## config.mk

```make
export PLATFORM = sky130hd
export DESIGN_NAME = cache_refill_ctrl
export DESIGN_NICKNAME = d
export VERILOG_FILES = /design/src/rtl/cache_ctrl_pkg.sv /design/src/rtl/cache_refill_ctrl_sat_counter.sv /design/src/rtl/cache_refill_ctrl.sv
export SDC_FILE = /design/constraint.sdc
export NUM_CORES = 1
export LEC_CHECK = 0
export ABC_CLOCK_PERIOD_IN_PS = 1790
export BUFFER_PORTS_ARGS = -buffer_cell sky130_fd_sc_hd__buf_2
export CELL_PAD_IN_SITES_DETAIL_PLACEMENT = 1
export CELL_PAD_IN_SITES_GLOBAL_PLACEMENT = 1
export CORE_MARGIN = 2
export CORE_UTILIZATION = 29
export CTS_CLUSTER_DIAMETER = 50
export CTS_CLUSTER_SIZE = 40
export DETAILED_ROUTE_END_ITERATION = 8
export HOLD_SLACK_MARGIN = 0.08
export PLACE_DENSITY = 0.85
export SKIP_CTS_REPAIR_TIMING = 1
export SLEW_MARGIN = 5
export SYNTH_ARGS = -nofsm -noshare
export SYNTH_HDL_FRONTEND = slang
export SYNTH_SLANG_ARGS = --single-unit
```

## constraint.sdc

```tcl
create_clock -name clk -period 1.79 [get_ports clk]
set_input_delay 0.358 -clock clk [delete_from_list [all_inputs] [get_ports clk]]
set_output_delay 0.358 -clock clk [all_outputs]
set_load 0.005 [all_outputs]
```

## src/rtl/cache_ctrl_pkg.sv

```systemverilog
// Shared types and default widths for the data-cache refill controller.
// Imported by the controller top and its saturating counter.
package cache_ctrl_pkg;

   localparam int DATA_WIDTH_DEF    = 32;
   localparam int COUNTER_WIDTH_DEF = 16;

   typedef enum logic [1:0] {
      IDLE    = 2'd0,
      RD_WAIT = 2'd1,
      FILL    = 2'd2,
      WR_WAIT = 2'd3
   } refill_state_t;

endpackage

```

## src/rtl/cache_refill_ctrl_sat_counter.sv

```systemverilog
// Saturating up-counter used for the cache hit/miss performance counters.
// Holds at all-ones instead of wrapping; synchronous active-high clear.
module sat_counter
   import cache_ctrl_pkg::*;
#(
   parameter int WIDTH = COUNTER_WIDTH_DEF
) (
   input  logic             clk,
   input  logic             rst,
   input  logic             inc,
   output logic [WIDTH-1:0] count
);

   always_ff @(posedge clk) begin
      if (rst) begin
         count <= '0;
      end else if (inc && (count != {WIDTH{1'b1}})) begin
         count <= count + 1'b1;
      end
   end

endmodule

```

## src/rtl/cache_refill_ctrl.sv

```systemverilog
// Memory-stage refill/write-through controller: sequences load-miss refills and
// stores against a req/ready memory port, owns the cache fill port and StallM.
module cache_refill_ctrl
   import cache_ctrl_pkg::*;
#(
   parameter int DATA_WIDTH    = DATA_WIDTH_DEF,
   parameter int COUNTER_WIDTH = COUNTER_WIDTH_DEF
) (
   input  logic                     clk,
   input  logic                     rst,
   input  logic                     MemReadM,
   input  logic                     MemWriteM,
   input  logic                     useCacheM,
   input  logic [DATA_WIDTH-1:0]    AddrM,
   input  logic [DATA_WIDTH-1:0]    WriteDataM,
   input  logic                     cachehitM,
   input  logic [DATA_WIDTH-1:0]    cacheDataM,
   output logic                     mem_req,
   output logic                     mem_we,
   output logic [DATA_WIDTH-1:0]    mem_addr,
   output logic [DATA_WIDTH-1:0]    mem_wdata,
   input  logic                     mem_ready,
   input  logic [DATA_WIDTH-1:0]    mem_rdata,
   output logic                     fill_we,
   output logic [DATA_WIDTH-1:0]    fill_addr,
   output logic [DATA_WIDTH-1:0]    fill_data,
   output logic                     StallM,
   output logic [DATA_WIDTH-1:0]    ReadDataOutM,
   output logic [COUNTER_WIDTH-1:0] hit_cnt,
   output logic [COUNTER_WIDTH-1:0] miss_cnt
);

   refill_state_t         state_p1, state_d;
   logic [DATA_WIDTH-1:0] addr_p1;
   logic [DATA_WIDTH-1:0] wdata_p1;
   logic [DATA_WIDTH-1:0] rbuf_p1;
   logic                  cacheable_p1;
   logic                  wr_hit_p1;

   logic latch_rd, latch_wr, capture_rd;
   logic hit_inc, miss_inc;

   // Stage p1: FSM state and transaction latches
   always_ff @(posedge clk) begin
      if (rst) begin
         state_p1     <= IDLE;
         addr_p1      <= '0;
         wdata_p1     <= '0;
         rbuf_p1      <= '0;
         cacheable_p1 <= 1'b0;
         wr_hit_p1    <= 1'b0;
      end else begin
         state_p1 <= state_d;
         if (latch_rd) begin
            addr_p1      <= AddrM;
            cacheable_p1 <= useCacheM;
         end
         if (latch_wr) begin
            addr_p1   <= AddrM;
            wdata_p1  <= WriteDataM;
            wr_hit_p1 <= cachehitM & useCacheM;
         end
         if (capture_rd) begin
            rbuf_p1 <= mem_rdata;
         end
      end
   end

   always_comb begin
      state_d      = state_p1;
      mem_req      = 1'b0;
      mem_we       = 1'b0;
      mem_addr     = '0;
      mem_wdata    = '0;
      fill_we      = 1'b0;
      fill_addr    = '0;
      fill_data    = '0;
      StallM       = 1'b0;
      ReadDataOutM = '0;
      latch_rd     = 1'b0;
      latch_wr     = 1'b0;
      capture_rd   = 1'b0;
      hit_inc      = 1'b0;
      miss_inc     = 1'b0;

      unique case (state_p1)
         IDLE: begin
            // A load wins over a store when both are flagged in the same cycle.
            if (MemReadM) begin
               if (useCacheM && cachehitM) begin
                  ReadDataOutM = cacheDataM;
                  hit_inc      = 1'b1;
               end else begin
                  StallM   = 1'b1;
                  latch_rd = 1'b1;
                  miss_inc = useCacheM;
                  state_d  = RD_WAIT;
               end
            end else if (MemWriteM) begin
               StallM   = 1'b1;
               latch_wr = 1'b1;
               state_d  = WR_WAIT;
            end
         end

         RD_WAIT: begin
            mem_req  = 1'b1;
            mem_addr = addr_p1;
            StallM   = 1'b1;
            if (mem_ready) begin
               capture_rd = 1'b1;
               state_d    = FILL;
            end
         end

         FILL: begin
            // Single cycle: the pipeline advances while the line is written.
            fill_we      = cacheable_p1;
            fill_addr    = addr_p1;
            fill_data    = rbuf_p1;
            ReadDataOutM = rbuf_p1;
            state_d      = IDLE;
         end

         WR_WAIT: begin
            mem_req   = 1'b1;
            mem_we    = 1'b1;
            mem_addr  = addr_p1;
            mem_wdata = wdata_p1;
            StallM    = !mem_ready;
            // Write-through, no-write-allocate: only update a line already present.
            if (mem_ready) begin
               fill_we   = wr_hit_p1;
               fill_addr = addr_p1;
               fill_data = wdata_p1;
               state_d   = IDLE;
            end
         end

         default: state_d = IDLE;
      endcase
   end

   sat_counter #(.WIDTH(COUNTER_WIDTH)) u_hit_cnt (
      .clk   (clk),
      .rst   (rst),
      .inc   (hit_inc),
      .count (hit_cnt)
   );

   sat_counter #(.WIDTH(COUNTER_WIDTH)) u_miss_cnt (
      .clk   (clk),
      .rst   (rst),
      .inc   (miss_inc),
      .count (miss_cnt)
   );

endmodule
```

==> out/metrics.yaml <==
placed_design:
  io_buffers: 330
  dp.cells: 1405
  pre_cts_ws_ns: -0.220
  place_hpwl_um: 18500
  gp_congestion: 0.834
  place_area_um2: 8840
logic_synthesis:
  synthCells: 805
  syn_nets: 942
  synth-edff-count: 0
  yosysTopAreaCellShare_pct: 40.9
  synthFlopType: "dfxtp_1"
  synthesis.area_um2: 6470
  synth_warnings: 0
  async_flop_share_pct: 0
  netlist_top_cells_count: "150 x nand2_1, 132 x dfxtp_1, 94 x a21oi_1, 67 x clkbuf_1, 66 x and3_1"
  post-synth-top-area-cell: "dfxtp_1"
  ys_types: 41
  synth.most_common_cell: "nand2_1"
  synth_seq_cells: 132
  seq_area_frac_synth_pct: 40.9
  synth_area_per_cell_um2: 8.03
  netlist_top_cells_area: "dfxtp_1 41%, a22o_1 8.8%, nand2_1 8.7%, a21oi_1 7.3%, and3_1 6.4%"
flow_run:
  max_cap_viol_count: 0
setup_path:
  path_class: "reg2out"
  crit_fanout: 16
  worstReg2RegStart: "state_p1[0]"
  startpoint: "state_p1[0]"
  arrival_ns: 1.74
  crit_path_end_kind: "primary output"
  required_ns: 1.43
  startpoint_type: "flop"
clocking:
  htreeDepth: 4
  cts_buffers: 17
  clockRootBuffer: "clkbuf_16"
  cts_buffer_depth: 2
  cts_tree: "built"
  clk_pin_slew_worst_paths_ns: 0.06
  cts_sinks: 132
  clock_latency_ns: 0.41
route:
  dr.pass1.iters: 5
  drc: 0
  routed_via_density: 5.24
  drt_iter0_drc: 349
  ant_nets: 0
  wl_um: 27100
  vias: 7565
  wl_per_cell_um: 18.8
power:
  leakagePower_nw: 4.80
  vdd_ir_drop_max_uv: 607
  cellPowerDensity_nw_per_um2: 794
outcome:
  violations: "negative setup slack"
  status: "finished, violations left"
floorplanning:
  io_pins: 331
  die_h_um: 153
  initial_core_util_pct: 29.6
  die_w_um: 153
  num_rows: 54
  die_area_um2: 23500
  core_area_um2: 21800
final_layout:
  fillers: 2692
  syn_to_final_growth_pct: 51.0
  finalInstanceArea_um2: 9770
  nNetsFinal: 1289
  drive_gt1_share_pct: 40.6
  fin_cells: 1443
  antenna_cells: 0
global_route:
  grt_start_max_net_pins: 55
  grtUsageTotal_pct: 21.2
  antenna_found_initial: 0
  grt_pass1_vias: 7582
  grt_pass1_wl_um: 40200
  overflow: 0
sta:
  fin_worst_skew_ns: 0.00911
  drv_slew: 0
  fin_crit_sh_pct: 117
  final-setup-viol-count: 155
  rsz0062_at_grt: "yes"
  final.min_clock_period_ns: 2.10
  timing.final.ws_setup_ns: -0.306
  hold_viol: 0
  worst_slew_pin_slew_ns: 0.448
  max_freq_ghz: 0.477
  max-slew-margin-rel_pct: 69.9
min_path:
  hp-class: "in2reg"
  worst_hold_startpoint: "AddrM[0]"
through the flow:
stage               hold slack (ns)  utilization [%]  TNS, ns  power (mW)
floorplan                     0.436                -   -0.116        3.83
global placement              0.454             40.5    -2.23        4.37
detailed placement            0.457             40.5    -5.18        4.41
CTS                           0.161             43.0   -66.87        7.76
global route                  0.168             44.8   -39.27        8.13
finish                        0.181             44.8   -24.72        7.76
area by class of cell:
type / count / area [µm²] / area share (%)
Inverter: 5 / 18.8 / 0.192
Clock inverter: 11 / 114 / 1.17
Sequential cell: 132 / 2650 / 27.1
Timing Repair Buffer: 400 / 2510 / 25.7
Multi-Input combinational cell: 596 / 3690 / 37.8
Tap cell: 280 / 350 / 3.59
Clock buffer: 19 / 433 / 4.43
cell usage in the layout (no fill, tap or decap), drive strengths merged, types with 3 or more instances in the layout:
cell	n
a21oi	94
a22o	65
and2	35
and3	66
buf	396
clkbuf	23
clkinv	7
dfxtp	132
inv	5
mux2	3
mux2i	32
nand2	150
nand2b	3
nand3	7
nand4	10
nor2	43
nor2b	4
nor4	6
o21ai	9
o31ai	16
o41ai	4
or2	3
or3	11
or3b	3
or4	15
worst max-delay path, cell delays in order (launching register included):
cell	delay [ns]
dfxtp_2	0.33
and4bb_4	0.34
and2_4	0.22
clkbuf_16	0.20
a22o_1	0.13
buf_2	0.10
per-layer routing:
metal / wire length, µm / vias to the layer above / share of wire, % / track usage (%)
met5: 0 / - / 0 / 0
met3: 1710 / 39 / 6.3 / 5.78
met1: 11100 / 3682 / 41 / 24.1
met2: 13600 / 287 / 50 / 37.9
li1: - / 3557 / - / -
met4: 660 / 0 / 2.4 / 7.98
path summary, 6_finish.rpt:
path / cells after the start / to / slack (ns)
hold reg to reg: 2 / wr_hit_p1 / 0.46
setup / recovery: 5 / ReadDataOutM[30] / -0.31
setup reg to reg: 6 / u_miss_cnt.count[14] / -0.22
hold / removal: 3 / addr_p1[0] / 0.18
kinds of logic (layout without fill, tap and decap cells):
kind of cell    Yosys count  in the layout  synth area share, %
compound gates          192            192                 19.7
fa+ha+maj                 2              2                0.387
buf+inv                  77            435                 4.66
flops                   132            132                 40.9
mux                      35             35                 5.48
simple gates            367            367                 28.9
state kept, by name, summed over array words and instances, names as in the netlist:
register,flops
u_miss_cnt.count,16
rbuf_p1,32
cacheable_p1,1
u_hit_cnt.count,16
wr_hit_p1,1
wdata_p1,32
addr_p1,32
state_p1,2
power breakdown:
group          total [mW]  switching (mW)  internal (mW)  leakage [nW]
combinational        1.23           0.668          0.566          3.46
clock                3.31            1.29           2.02         0.268
sequential           3.22           0.127           3.09          1.07
No activity file was read; power rests on OpenSTA's default activity.
